--- config.mk ---
export PLATFORM = sky130hd
export DESIGN_NAME = plab4_net_router_output_ctrl_tp
export DESIGN_NICKNAME = d
export VERILOG_FILES = /design/src/rtl/plab4_net_router_output_ctrl_tp.sv
export SDC_FILE = /design/constraint.sdc
export NUM_CORES = 1
export LEC_CHECK = 0
export CAP_MARGIN = 10
export CORE_AREA = 2 2 39 41
export CTS_BUF_LIST = sky130_fd_sc_hd__clkbuf_8 sky130_fd_sc_hd__clkbuf_16
export DETAILED_ROUTE_END_ITERATION = 12
export DIE_AREA = 0 0 41 43
export PLACE_DENSITY = 0.63
export SYNTH_ARGS = -nofsm -noshare
export SYNTH_HDL_FRONTEND = slang
export SYNTH_SLANG_ARGS = --single-unit
--- constraint.sdc ---
create_clock -name clk -period 3.5 [get_ports clk]
set_input_delay 0.7 -clock clk [delete_from_list [all_inputs] [get_ports clk]]
set_output_delay 0.7 -clock clk [all_outputs]
set_load 0.01 [all_outputs]
--- src/rtl/plab4_net_router_output_ctrl_tp.sv ---
// ============================================================================
// plab4_net_router_output_ctrl_tp
//
// Output-port controller of the timing-protected (TP) router. It owns a
// two-domain time-slot schedule, arbitrates round-robin among the west,
// terminal and east input controllers, and only grants inputs whose domain
// tag matches the current slot. The last p_guard_cycles of every slot issue
// no grants, so traffic of one domain never spills into the other's slot.
//
// Parameters
//   p_slot_cycles   cycles per domain slot (>= 2)
//   p_guard_cycles  trailing no-grant cycles per slot (< p_slot_cycles)
//   p_in_domains    domain tag per input, bit i = domain of input i
//
// Ports
//   clk              rising-edge clock
//   reset            synchronous active-low reset
//   reqs[2:0]        request vector (0=west, 1=terminal, 2=east)
//   grants[2:0]      one-hot or zero; granted input transfers this cycle
//   out_val          a flit is presented on the output this cycle
//   out_rdy          downstream accepts the flit
//   sel[1:0]         registered crossbar select of the last winner
//   domain0/domain1  registered one-hot indication of the current slot owner
//
// Optional feature (macro PLAB4_NET_ROUTER_OUTPUT_CTRL_TP_STATS_EN):
//   xfer_cnt0[15:0]       transfers made in domain-0 slots (saturating)
//   xfer_cnt1[15:0]       transfers made in domain-1 slots (saturating)
//   guard_stall_cnt[15:0] cycles where a domain-matching request with
//                         out_rdy high was blocked only by the guard window
// ============================================================================
module plab4_net_router_output_ctrl_tp #(
    parameter int         p_slot_cycles  = 16,
    parameter int         p_guard_cycles = 2,
    parameter logic [2:0] p_in_domains   = 3'b010
) (
    input  logic        clk,
    input  logic        reset,
    input  logic [2:0]  reqs,
    output logic [2:0]  grants,
    output logic        out_val,
    input  logic        out_rdy,
    output logic [1:0]  sel,
    output logic        domain0,
    output logic        domain1
`ifdef PLAB4_NET_ROUTER_OUTPUT_CTRL_TP_STATS_EN
   ,output logic [15:0] xfer_cnt0,
    output logic [15:0] xfer_cnt1,
    output logic [15:0] guard_stall_cnt
`endif
);

    // ------------------------------------------------------------------
    // Elaboration-time parameter checks
    // ------------------------------------------------------------------
    generate
        if (p_slot_cycles < 2) begin : g_bad_slot
            $error("p_slot_cycles must be >= 2");
        end
        if (p_guard_cycles < 0 || p_guard_cycles >= p_slot_cycles) begin : g_bad_guard
            $error("p_guard_cycles must be in [0, p_slot_cycles)");
        end
    endgenerate

    localparam int lp_cnt_w = (p_slot_cycles < 2) ? 1 : $clog2(p_slot_cycles);

    localparam logic [lp_cnt_w-1:0] lp_last_slot = lp_cnt_w'(p_slot_cycles - 1);

    // One extra bit: with p_guard_cycles == 0 the threshold equals
    // p_slot_cycles, which may not fit in the counter width.
    localparam logic [lp_cnt_w:0] lp_guard_start =
        (lp_cnt_w + 1)'(p_slot_cycles - p_guard_cycles);

    // ------------------------------------------------------------------
    // State
    // ------------------------------------------------------------------
    logic                r_cur_dom;
    logic [lp_cnt_w-1:0] r_slot_cnt;
    logic [2:0]          r_prio;
    logic [1:0]          r_sel;
    logic                r_domain0;
    logic                r_domain1;

    // ------------------------------------------------------------------
    // Combinational arbitration
    // ------------------------------------------------------------------
    logic       w_slot_wrap;
    logic       w_next_dom;
    logic       w_guard;
    logic [2:0] w_dom_match;
    logic [2:0] w_elig;
    logic [2:0] w_grants;
    logic [1:0] w_win_idx;

    assign w_slot_wrap = (r_slot_cnt == lp_last_slot);
    assign w_next_dom  = w_slot_wrap ? ~r_cur_dom : r_cur_dom;
    assign w_guard     = ({1'b0, r_slot_cnt} >= lp_guard_start);

    always_comb begin
        for (int i = 0; i < 3; i++) begin
            w_dom_match[i] = (p_in_domains[i] == r_cur_dom);
        end
    end

    // Reset is folded in so grants/out_val are zero combinationally while
    // reset is held low, regardless of stale state.
    assign w_elig = reqs & w_dom_match & {3{~w_guard & out_rdy & reset}};

    // Circular scan upward from the one-hot priority pointer.
    // NOTE: every always_comb output gets a default first so no path leaves
    // it unassigned, which would otherwise infer a latch.
    always_comb begin
        w_grants = 3'b000;
        case (r_prio)
            3'b010: begin
                if      (w_elig[1]) w_grants = 3'b010;
                else if (w_elig[2]) w_grants = 3'b100;
                else if (w_elig[0]) w_grants = 3'b001;
            end
            3'b100: begin
                if      (w_elig[2]) w_grants = 3'b100;
                else if (w_elig[0]) w_grants = 3'b001;
                else if (w_elig[1]) w_grants = 3'b010;
            end
            default: begin
                if      (w_elig[0]) w_grants = 3'b001;
                else if (w_elig[1]) w_grants = 3'b010;
                else if (w_elig[2]) w_grants = 3'b100;
            end
        endcase
    end

    always_comb begin
        w_win_idx = 2'd0;
        if (w_grants[1]) w_win_idx = 2'd1;
        if (w_grants[2]) w_win_idx = 2'd2;
    end

    assign grants  = w_grants;
    assign out_val = |w_grants;
    assign sel     = r_sel;
    assign domain0 = r_domain0;
    assign domain1 = r_domain1;

    // ------------------------------------------------------------------
    // Schedule, pointer and select registers
    // ------------------------------------------------------------------
    // NOTE: sequential state uses non-blocking assignments only, and the
    // reset is sampled on the clock edge (synchronous), not in the
    // sensitivity list.
    always_ff @(posedge clk) begin
        if (!reset) begin
            r_cur_dom  <= 1'b0;
            r_slot_cnt <= '0;
            r_prio     <= 3'b001;
            r_sel      <= 2'd0;
            r_domain0  <= 1'b1;
            r_domain1  <= 1'b0;
        end else begin
            r_slot_cnt <= w_slot_wrap ? '0 : r_slot_cnt + lp_cnt_w'(1);
            r_cur_dom  <= w_next_dom;
            // Domain outputs are their own flops tracking the next domain,
            // so they stay exactly one-hot and glitch-free.
            r_domain0  <= ~w_next_dom;
            r_domain1  <= w_next_dom;
            if (|w_grants) begin
                r_prio <= {w_grants[1:0], w_grants[2]};
                r_sel  <= w_win_idx;
            end
        end
    end

`ifdef PLAB4_NET_ROUTER_OUTPUT_CTRL_TP_STATS_EN
    // ------------------------------------------------------------------
    // Saturating statistics counters
    // ------------------------------------------------------------------
    logic [15:0] r_xfer_cnt0;
    logic [15:0] r_xfer_cnt1;
    logic [15:0] r_guard_stall_cnt;
    logic        w_guard_stall;

    // Would have been granted had the guard window not been active.
    assign w_guard_stall = w_guard & out_rdy & (|(reqs & w_dom_match));

    always_ff @(posedge clk) begin
        if (!reset) begin
            r_xfer_cnt0       <= 16'd0;
            r_xfer_cnt1       <= 16'd0;
            r_guard_stall_cnt <= 16'd0;
        end else begin
            if ((|w_grants) && !r_cur_dom && r_xfer_cnt0 != 16'hFFFF)
                r_xfer_cnt0 <= r_xfer_cnt0 + 16'd1;
            if ((|w_grants) && r_cur_dom && r_xfer_cnt1 != 16'hFFFF)
                r_xfer_cnt1 <= r_xfer_cnt1 + 16'd1;
            if (w_guard_stall && r_guard_stall_cnt != 16'hFFFF)
                r_guard_stall_cnt <= r_guard_stall_cnt + 16'd1;
        end
    end

    assign xfer_cnt0       = r_xfer_cnt0;
    assign xfer_cnt1       = r_xfer_cnt1;
    assign guard_stall_cnt = r_guard_stall_cnt;
`endif

endmodule
# ---- Word level (Yosys, flattened, before mapping)
# Index checks and enable logic that the tools add are counted.
dict set report totals {
  output_inout_bits 8
  elab_cells 33
  inputBits 6
  register_bits 11
}
dict set report op_classes {
  eq_ne 3
  n_bitwise 8
  mux 13
  n_addsub 1
  magnitude_cmp 1
  n_reduce_logical 2
}
# op n
set ops {}
lappend ops {{$mux 3} 6}
lappend ops {{$and 3x3->3} 2}
lappend ops {{$mux 2} 3}
lappend ops {{$pmux 3 s2} 1}
lappend ops {{$add 4x1->4 const B} 1}
lappend ops {{$eq 4x4->1 const B} 1}
lappend ops {{$ge 4x4->1 const B} 1}
lappend ops {{$not 1->1} 4}
lappend ops {{$eq 3x2->1 const B} 1}
lappend ops {{$eq 3x3->1 const B} 1}
lappend ops {{$mux 1} 3}
lappend ops {{$reduce_or 3->1} 1}
lappend ops {{$and 1x1->1} 2}
lappend ops {{$reduce_or 2->1} 1}

# ---- Depth between registers and ports, before layout
dict set report logic_depth {
  depth_word 11
  mapped_depth 6
  mapped_depth_nobuf 5
}

# ---- Least setup slack after synthesis
# OpenSTA, ideal clock, no wires.
dict set report synth_timing {
  path_kind {register to output}
  start {register r_slot_cnt[0]}
  end {output port grants[2]}
  t_arrival_ns 1.599
  path_slack_ns 1.201
  n_path_buf 1
  required_ns 2.800
  stages_incl_launch_ff 7
  path_cell_list {dfxtp_1 inv_1 ha_1 o211a_4 or4b_4 nor2_1 buf_4}
}
dict set report synth_between {
  elab_chain_len 9
  word_cells_on_any_way 12
  classes_between {1 x order compare; 7 x mux; 4 x bitwise}
}
# element line
set synth_lines {}
lappend synth_lines {{start, declared} 77} ;# logic [lp_cnt_w-1:0] r_slot_cnt;
lappend synth_lines {{start signal, assigned} 159} ;# r_slot_cnt <= w_slot_wrap ? '0 : r_slot_cnt + lp_cnt_w'(1);
lappend synth_lines {{$ge 4x4->1 *} 96} ;# assign w_guard = ({1'b0, r_slot_cnt} >= lp_guard_start);
lappend synth_lines {{$not 1->1 *} 106} ;# assign w_elig = reqs & w_dom_match & {3{~w_guard & out_rdy & reset}};
lappend synth_lines {{$and 1x1->1 * (2 in series)} 106}
lappend synth_lines {{$and 3x3->3 *} 106}
lappend synth_lines {{$mux 3} 127} ;# else if (w_elig[2]) w_grants = 3'b100;
lappend synth_lines {{$mux 3} 126} ;# else if (w_elig[1]) w_grants = 3'b010;
lappend synth_lines {{$mux 3} 125} ;# if (w_elig[0]) w_grants = 3'b001;
lappend synth_lines {{$pmux 3 s2 *} 113} ;# case (r_prio)
lappend synth_lines {{end, declared} 39} ;# output logic [2:0] grants,
# Every way passes the cells marked *; elsewhere a longest branch is shown, timed or not.

# ---- Worst setup path after layout
dict set report layout_timing {
  start {input port reset}
  end {output port grants[2]}
}
dict set report layout_between {
  elab_chain_len 6
  word_cells_on_any_way 9
  classes_between {7 x mux; 2 x bitwise}
}
# element line
set layout_lines {}
lappend layout_lines {{start, declared} 37} ;# input logic reset,
lappend layout_lines {{$and 1x1->1 *} 106}
lappend layout_lines {{$and 3x3->3 *} 106}
lappend layout_lines {{$mux 3} 127}
lappend layout_lines {{$mux 3} 126}
lappend layout_lines {{$mux 3} 125}
lappend layout_lines {{$pmux 3 s2 *} 113}
# Marks and branches as above.

==> impl_metrics.toml <==
[synth]
yosysMostFrequentCell = "dfxtp_1"
yosys_most_used_dff = "dfxtp_1"
yosysWarnings = 0
synth_top_area_share = 0.424
yosys-top-cells-area = "dfxtp_1 (42%), nor2_1 (5.1%), ha_1 (4.8%)"
synth_area_leader_cell = "dfxtp_1"
synth.avg_cell_area_um2 = 9.27
synth_fp_nets = 64
netlist_instances = 56
yosys-top-cells-count = "dfxtp_1 (11), nor2_1 (7), nand2_1 (6)"
synth_seq_area_share = 0.424
synth-seq-cells = 11
async_flop_share = 0
synth-edff-count = 0
syn_area_um2 = 519
yosys.cell_types.count = 27

[sta]
finalSetupTns_ns = 0
period_needed_ns = 3.13
clock-skew-final_ns = 0.00108
setup_viol_count_final = 0
maxSlewViolCount = 0
rsz0062_at_grt = "false"
slew_headroom = 0.834
clock.fmax_ghz = 0.319
hold_viol_final = 0
timing.final.crit_share = 0.895
tightest_slew_ns = 0.246

[worst_hold_path]
hold_depth = 2
hp-class = "reg -> reg"
hold_end = "sel[0]"
hold_start = "sel[0]"

[floorplan]
die_x_um = 41
rows = 14
io_pins = 14
fp.dieArea_um2 = 1760
die_y_um = 43
coreArea_um2 = 1380
start_util = 0.375

[final_layout]
diodes = 0
drive_gt1_frac = 0.162
fin_area_um2 = 723
final_net_count = 83
syn_to_final_growth_pct = 39.3
num-fill-cells = 127

[worst_setup_path]
max_stage_delay_ns = 0.54
cp_max_fo = 5
critical_path.cell_chain = "clkdlybuf4s50_1 -> nand2_2 -> or4b_4 -> nor2_1 -> clkdlybuf4s50_1"
ff2ff_setup_slack_ns = 1.82
arrival_ns = 2.43
r2r-start = "r_slot_cnt[0]"
reg2reg_depth = 5
path_class = "in -> out"
start_kind = "input port"
slowest_stage = "clkdlybuf4s50_1"
r2r_end = "sel[1]"
crit_top_cell = "clkdlybuf4s50_1"
critPathCaptureType = "primary output"
required_ns = 2.80

[clocking]
cts_hold_buf = 0
clk_pin_slew_ns = 0.05
max-clock-path-buffers = 2
cts_setup_buffers = 0
cts_tree = "done"
cts-root-buf = "clkbuf_8"
cts_resized = 0
htreeDepth = 1
cts_buffers = 3
clk_latency_ns = 0.24
clock-sinks = 11

[power_and_ir_drop]
p_sw_frac = 0.239
seqPwrFrac = 0.456
p_comb_frac = 0.115
leakage_nw = 0.280
powerDensity_nw_per_um2 = 415
p_int_uw = 229
switchingPower_uw = 71.8
clockPowerShare = 0.430
vdd_drop_max_uv = 284

[routing]
drt_first_pass_iters = 4
routed_wl_mm = 1.02
vias = 450
final_antenna_net_count = 0
routed_via_density = 5.00
wl_per_cell_um = 11.3
drc = 0
drt_iter0_markers = 7

[run_status]
outcome = "completed"

[flow_run]
drv_cap = 0

[global_route]
overflow = 0
grt_usage = 0.143
grt_max_degree = 8
grt_first_pass_wirelength_mm = 1.66
antenna_found_initial = 0
grt_pass1_vias = 388

[placed_design]
placedInstanceArea_um2 = 677
gp_congestion = 0.791
post-dp-hpwl_um = 756
port_buffers = 13
[sequential cells by signal, summed over array words and instances (netlist names)]
name        count
domain0         1
domain1         1
r_prio          3
r_slot_cnt      4
sel             2
[critical path, delay by kind of cell]
family | cells | cell delay (ns)
buf+inv | 2 | 1.03
simple gates | 3 | 0.71
[power by group through the flow]
stage / Sequential (mW) / Clock [mW] / Combinational, mW
2_1_floorplan: 0.138 / 0 / 0.0185
3_3_place_gp: 0.139 / 0 / 0.0347
3_5_place_dp: 0.139 / 0 / 0.0343
4_1_cts: 0.137 / 0.133 / 0.0346
5_1_grt: 0.138 / 0.140 / 0.0374
6_report: 0.137 / 0.129 / 0.0345
[layer usage]
layer	part of all wire	up-vias	track usage
li1	-	232	-
met1	0.49	200	0.190
met2	0.42	14	0.184
met3	0.055	4	0.0471
met4	0.030	0	0.100
met5	0	-	0
[worst max path at each step]
| stage | end | cells past startpoint | slack [ns] | start |
|---|---|---|---|---|
| after global placement | grants[2] | 5 | 0.37 | out_rdy |
| final | grants[2] | 5 | 0.37 | reset |
| after global routing | grants[2] | 5 | 0.33 | reset |
| after floorplan | grants[2] | 6 | 1.20 | r_slot_cnt[0] |
| after CTS | grants[2] | 5 | 0.36 | reset |
| after detailed placement | grants[2] | 5 | 0.36 | reset |
[logic make-up (layout without fill, tap and decap cells)]
group / count (synthesis) / count (layout) / synth area share
simple gates: 21 / 21 / 0.210
compound gates: 14 / 14 / 0.212
flops: 11 / 11 / 0.424
buf+inv: 4 / 22 / 0.0361
xor+xnor: 3 / 3 / 0.0506
fa+ha+maj: 2 / 2 / 0.0482
mux: 1 / 1 / 0.0193
[layout by cell type (no fill, tap or decap)]
| cell type | Yosys | final |
|---|---|---|
| nand2b_1 | 1 | 1 |
| o32ai_1 | 1 | 1 |
| o21ai_0 | 2 | 2 |
| clkdlybuf4s50_1 | 0 | 13 |
| o22ai_1 | 3 | 3 |
| a211oi_2 | 1 | 1 |
| buf_4 | 1 | 2 |
| nand4b_1 | 1 | 1 |
| or2b_1 | 1 | 1 |
| o21bai_1 | 1 | 1 |
| or3_1 | 1 | 1 |
| o211a_4 | 1 | 1 |
| inv_1 | 3 | 3 |
| xor2_1 | 1 | 1 |
| xnor2_1 | 2 | 2 |
| o21a_1 | 1 | 1 |
| ha_1 | 2 | 2 |
| nand3_1 | 1 | 1 |
| clkinv_2 | 0 | 1 |
| or4b_4 | 1 | 1 |
| o21ai_1 | 1 | 1 |
| dfxtp_1 | 11 | 11 |
| nand2_2 | 1 | 1 |
| clkbuf_8 | 0 | 3 |
| or2_2 | 1 | 1 |
| nor2_1 | 7 | 7 |
| a21oi_1 | 2 | 2 |
| mux2i_1 | 1 | 1 |
| nand2_1 | 6 | 6 |
| o22ai_2 | 1 | 1 |
[per-stage QoR]
stage	hold WS, ns	cells	power (mW)	setup WS (ns)	utilization
after global placement	0.460	86	0.174	0.370	0.489
after floorplan	0.441	56	0.157	1.20	-
after detailed placement	0.456	86	0.174	0.358	0.489
final	0.467	90	0.300	0.366	0.523
after CTS	0.471	90	0.304	0.357	0.523
after global routing	0.479	90	0.315	0.327	0.523
[cell type report]
class | count | area (um^2) | share of cell area
sequential | 11 | 220 | 0.304
clock buffer | 3 | 41.3 | 0.0571
tap | 16 | 20.0 | 0.0277
timing repair buffer | 15 | 145 | 0.201
multi-input combinational | 41 | 280 | 0.388
clock inverter | 1 | 5.00 | 0.00692
inverter | 3 | 11.3 | 0.0156
No activity file was read; power rests on OpenSTA's default activity.
